<file path="config.mk">
export PLATFORM = sky130hd
export DESIGN_NAME = serial_adder
export DESIGN_NICKNAME = d
export VERILOG_FILES = /design/src/rtl/serial_adder_pkg.sv /design/src/rtl/serial_adder_fa.sv /design/src/rtl/serial_adder.sv
export SDC_FILE = /design/constraint.sdc
export NUM_CORES = 1
export LEC_CHECK = 0
export ABC_CLOCK_PERIOD_IN_PS = 1400
export CORE_MARGIN = 2
export CORE_UTILIZATION = 30
export CTS_CLUSTER_SIZE = 8
export DETAILED_ROUTE_END_ITERATION = 8
export PLACE_DENSITY = 0.63
export SLEW_MARGIN = 25
export SYNTH_ARGS = -nofsm -noshare
export SYNTH_HDL_FRONTEND = slang
export SYNTH_SLANG_ARGS = --single-unit
export TNS_END_PERCENT = 30
</file>
<file path="constraint.sdc">
create_clock -name clk -period 1.4 [get_ports clk]
set_input_delay 0.35 -clock clk [delete_from_list [all_inputs] [get_ports clk]]
set_output_delay 0.35 -clock clk [all_outputs]
set_load 0.02 [all_outputs]
</file>
<file path="src/rtl/serial_adder_pkg.sv">
// Purpose : shared constants for the bit-serial adder (state encoding, default width).
// Latency : n/a (declarations only).
// Backpressure: n/a.
package serial_adder_pkg;

  // Controller state encoding; kept as plain 2-bit constants for compatibility
  // with older blocks that decode the state bus directly.
  localparam logic [1:0] ST_IDLE = 2'd0;
  localparam logic [1:0] ST_RUN  = 2'd1;
  localparam logic [1:0] ST_DONE = 2'd2;

  // Default operand/result width.
  localparam int SA_N_DEFAULT = 8;

endpackage

</file>
<file path="src/rtl/serial_adder_fa.sv">
// Purpose : 1-bit full adder cell, the single arithmetic element of the serial adder.
// Latency : combinational, zero cycles.
// Backpressure: none; pure function of its inputs.
//
// Ports:
//   a, b : operand bits
//   ci   : carry in
//   sum  : a ^ b ^ ci
//   co   : carry out (majority of a, b, ci)
module serial_adder_fa (
  input  logic a,
  input  logic b,
  input  logic ci,
  output logic sum,
  output logic co
);

  logic p;

  assign p   = a ^ b;
  assign sum = p ^ ci;
  assign co  = (a & b) | (ci & p);

endmodule

</file>
<file path="src/rtl/serial_adder.sv">
// Purpose : bit-serial N-bit adder, one FA cell fed LSB first, carry recirculated through a flop.
// Latency : sum/cout update N edges after the accepting edge; done pulses the following cycle; N+2 cycles per op.
// Backpressure: no handshake; start is only honoured in IDLE and is silently dropped while busy or done.
//
// Ports:
//   clk   : rising-edge clock
//   rst_n : synchronous active-low reset
//   start : request an addition (sampled only in IDLE)
//   a, b  : operands, captured on the accepting edge
//   cin   : carry in, captured on the accepting edge
//   busy  : high while bits are being processed
//   done  : one-cycle pulse when sum/cout carry a fresh result
//   sum   : registered result word, held until the next completion
//   cout  : registered carry out of bit N-1, held with sum
module serial_adder
  import serial_adder_pkg::*;
#(
  parameter int N = SA_N_DEFAULT
) (
  input  logic         clk,
  input  logic         rst_n,
  input  logic         start,
  input  logic [N-1:0] a,
  input  logic [N-1:0] b,
  input  logic         cin,
  output logic         busy,
  output logic         done,
  output logic [N-1:0] sum,
  output logic         cout
);

  localparam int CW = $clog2(N);
  localparam logic [CW-1:0] CNT_LAST = CW'(N - 1);

  logic [1:0]    state;
  logic [N-1:0]  sh_a;
  logic [N-1:0]  sh_b;
  // Only the upper N-1 partial-sum bits are ever needed: the bit that would
  // sit in position 0 is shifted out on the same edge the word completes.
  logic [N-2:0]  sh_s;
  logic          carry;
  logic [CW-1:0] cnt;

  logic          fa_sum;
  logic          fa_co;
  logic [N-1:0]  sh_s_next;

  serial_adder_fa u_fa (
    .a   (sh_a[0]),
    .b   (sh_b[0]),
    .ci  (carry),
    .sum (fa_sum),
    .co  (fa_co)
  );

  // New sum bit enters at the MSB; after N shifts bit 0 holds the LSB result.
  assign sh_s_next = {fa_sum, sh_s};

  assign busy = (state == ST_RUN);
  assign done = (state == ST_DONE);

  always_ff @(posedge clk) begin
    if (!rst_n) begin
      state <= ST_IDLE;
      sh_a  <= '0;
      sh_b  <= '0;
      sh_s  <= '0;
      carry <= 1'b0;
      cnt   <= '0;
      sum   <= '0;
      cout  <= 1'b0;
    end else begin
      case (state)
        ST_IDLE: begin
          if (start) begin
            sh_a  <= a;
            sh_b  <= b;
            carry <= cin;
            cnt   <= '0;
            sh_s  <= '0;
            state <= ST_RUN;
          end
        end
        ST_RUN: begin
          carry <= fa_co;
          sh_s  <= sh_s_next[N-1:1];
          sh_a  <= sh_a >> 1;
          sh_b  <= sh_b >> 1;
          if (cnt == CNT_LAST) begin
            // Last bit: publish the word; counter parks at 0 instead of wrapping.
            cnt   <= '0;
            sum   <= sh_s_next;
            cout  <= fa_co;
            state <= ST_DONE;
          end else begin
            cnt <= cnt + 1'b1;
          end
        end
        ST_DONE: begin
          state <= ST_IDLE;
        end
        default: begin
          state <= ST_IDLE;
        end
      endcase
    end
  end

endmodule

</file>
==> results by group <==
Routing
  – Total Wirelength: 3060 um
  – DR vias: 1235
  – Vias per cell: 4.540
  – Post-route antenna net violation count: 0
  – 1st-iter DRT viols: 62
  – DR WL/cell: 11.25 um
  – Drt first pass iters: 4
  – DRC: 0

Layout
  – Post-route cell area: 0.002076 sq mm
  – Area grow syn2layout: 33.68%
  – Commonest non-fill, non-tap cells in the layout: 35 x dfxtp_1, 19 x clkdlybuf4s50_1, 17 x nand2_1, 17 x nor2_1, 15 x a211oi_1
  – Most common cell after layout, fill and taps aside: dfxtp_1
  – N_diodes: 0
  – Utilization of the core after routing: between 40% and 50%
  – Layout cells sized above 1: 17.33%
  – # nets final: 224

Place
  – GP Congestion: 0.7163
  – Placed cell areas: ~0.0020 sq mm
  – Setup Slack @ Placement: -0.1473 ns
  – Post-DP HPWL: ~2200 um
  – Buffers added on ports: 30

Worst setup path
  – Delay-heaviest family, CP: simple AND/OR/NAND/NOR gates
  – Data required, critical path: 1.63 ns
  – Worst Setup End Kind: flip-flop
  – Buf/Inv on CP: 0
  – Crit-path max FO: 3
  – Delay of the slowest critical-path stage: 0.51 ns
  – Kind of critical path: reg2reg
  – CP startpoint kind: flip-flop
  – Worst-path cell chain: ha_1 -> ha_2 -> or4_4 -> o21ai_2
  – Worst path slowest cell: or4_4
  – Arrival time worst endpoint: 1.60 ns

Timing
  – Final Skew: 0.008024 ns
  – Setup violations, final: 0
  – Final Cycle Share: 97.92%
  – Setup ws final: 0.02910 ns
  – Setup TNS: 0 ns
  – Worst slew margin: about four fifths
  – Final Hold Fails: 0
  – RSZ-0062 raised after global routing: false
  – Max Slew Vio Count: 0
  – Max Freq: between 700 and 800 MHz
  – Tmin final: 1.371 ns
  – Worst Max-Slew Pin Slew: between 0.2 and 0.3 ns

Clock tree
  – Clk_lat worst skew: 0.29 ns
  – Deepest clock path buffer count: 2
  – Clk slew on worst S/H paths: roughly 0.080 ns
  – H-tree depth: 2
  – CTS tree: yes
  – Clock sink count: 38
  – Root Buffer: clkbuf_8
  – Number of buffers created by CTS: 5

Pwr
  – Leakage power: 0.8527 nW
  – Pwr dens: 1071 mW/mm^2
  – Final total power: 2.223 mW
  – Max IR drop VDD: 0.5724 mV

Synthesis
  – Synthesis warning total: 0
  – Post-synthesis sequential area ratio: 48.99%
  – #FFs+latches synth: 38
  – Syn nets: 186
  – Count of cell types in the netlist: 26
  – Mean post-synth cell area: ~9.5 sq um
  – Cells after Synth: 163
  – Post-Syn Area: 0.001553 sq mm

Job
  – Max Cap Viol: 0

Global route
  – Gr usage total: 11.58%
  – Vias in the first global route: 1142
  – Largest net degree at the start of global routing: 25
  – First-pass GRT wire length: 5319 um
  – Initial antenna violation count: 0
  – Total grt overflow: 0

Die
  – Initial core utilization: 30.79%
  – Num ports: 31
  – Rows: 26
  – Die height: 75.95 um
  – Die X: 75.95 um
  – Core region area: between 0.005 and 0.006 sq mm
  – Die Area: 0.005768 sq mm

Outcome
  – Outcome: finished, final reports clean

Min path
  – Hold WC Path Type: reg2reg
==> per-stage QoR <==
stage	cells	hold slack, ns
finish	272	0.4634
global route	272	0.4983
CTS	271	0.4639
detailed placement	263	0.4555
global placement	263	0.4503
floorplan	163	0.4397
==> power breakdown <==
part / switching, mW / leakage, nW / internal [mW]
registers: 0.0297 / 0.312 / 1.13
clock network: 0.385 / 0.0472 / 0.396
logic: 0.128 / 0.494 / 0.153
total: 0.543 / 0.853 / 1.68
==> cell families after synthesis <==
group	Yosys count	synth area share [%]
fa+ha+maj	3	2.901
compound gates	39	16.68
buf+inv	17	6.446
simple gates	52	15.95
mux	14	9.025
flops	38	48.99
==> cells in the mapped netlist <==
| cell type | n | area, sq um |
|---|---|---|
| nand3_1 | 11 | 55.05 |
| nand3b_2 | 1 | 11.26 |
| buf_4 | 3 | 22.52 |
| nand2_1 | 17 | 63.81 |
| a211oi_1 | 15 | 112.6 |
| fa_1 | 1 | 20.02 |
| clkbuf_1 | 3 | 11.26 |
| o22ai_1 | 9 | 56.30 |
| or4_4 | 1 | 11.26 |
| nand2b_4 | 1 | 13.76 |
| mux2i_1 | 14 | 140.1 |
| inv_1 | 2 | 7.510 |
| dfxtp_1 | 38 | 760.7 |
| ha_1 | 2 | 25.02 |
| inv_2 | 1 | 3.750 |
| buf_6 | 2 | 22.52 |
| o21ai_0 | 12 | 60.06 |
| nor3_1 | 1 | 5.000 |
| o21ai_2 | 1 | 8.760 |
| nor2b_1 | 1 | 6.260 |
| a21oi_1 | 1 | 5.000 |
| nor2_1 | 17 | 63.81 |
| o21ba_4 | 1 | 16.27 |
| clkbuf_4 | 1 | 7.510 |
| buf_2 | 5 | 25.02 |
| nor4b_1 | 2 | 17.52 |
==> worst register-to-register path, delay by kind of cell (launching register included) <==
family / cells / cell delay (ns)
flops: 1 / 0.34
compound gates: 1 / 0.06
simple gates: 1 / 0.51
fa+ha+maj: 2 / 0.39
==> metal layers <==
metal	track usage [%]	share of wire, %	up-vias
met5	0	0	-
met4	3.818	0.85	0
met3	4.405	4.6	4
met2	18.13	46	28
met1	14.74	49	550
li1	-	-	653
==> final cells by class <==
cell class                 count  area [sq um]
clock buffer                   6         82.58
sequential                    38         764.5
tap                           70         87.58
multi-input combinational    108         703.2
timing repair buffer          45         414.1
clock inverter                 2         12.51
fill                         527          2967
inverter                       3         11.26
==> flip-flops by register name, summed over array words and instances (netlist names) <==
name,count
state,2
carry,1
cnt,3
sh_a,8
sh_s,7
cout,1
sum,8
sh_b,8
==> worst paths after layout <==
kind                         endpoint  cells past startpoint                 from  slack, ns
setup / recovery  cnt[0]$_SDFFE_PN0P_                      4  cnt[0]$_SDFFE_PN0P_       0.03
hold / removal      cout$_SDFFE_PN0P_                      2    cout$_SDFFE_PN0P_       0.46
setup reg to reg  cnt[0]$_SDFFE_PN0P_                      4  cnt[0]$_SDFFE_PN0P_       0.03
hold reg to reg     cout$_SDFFE_PN0P_                      2    cout$_SDFFE_PN0P_       0.46
==> timing repair <==
action	CTS	global route
setup buffers	0	1
hold buffers	0	0
setup endpoints to repair	21	6
gates resized for setup	20	5
(Power assumes the default switching activity.)
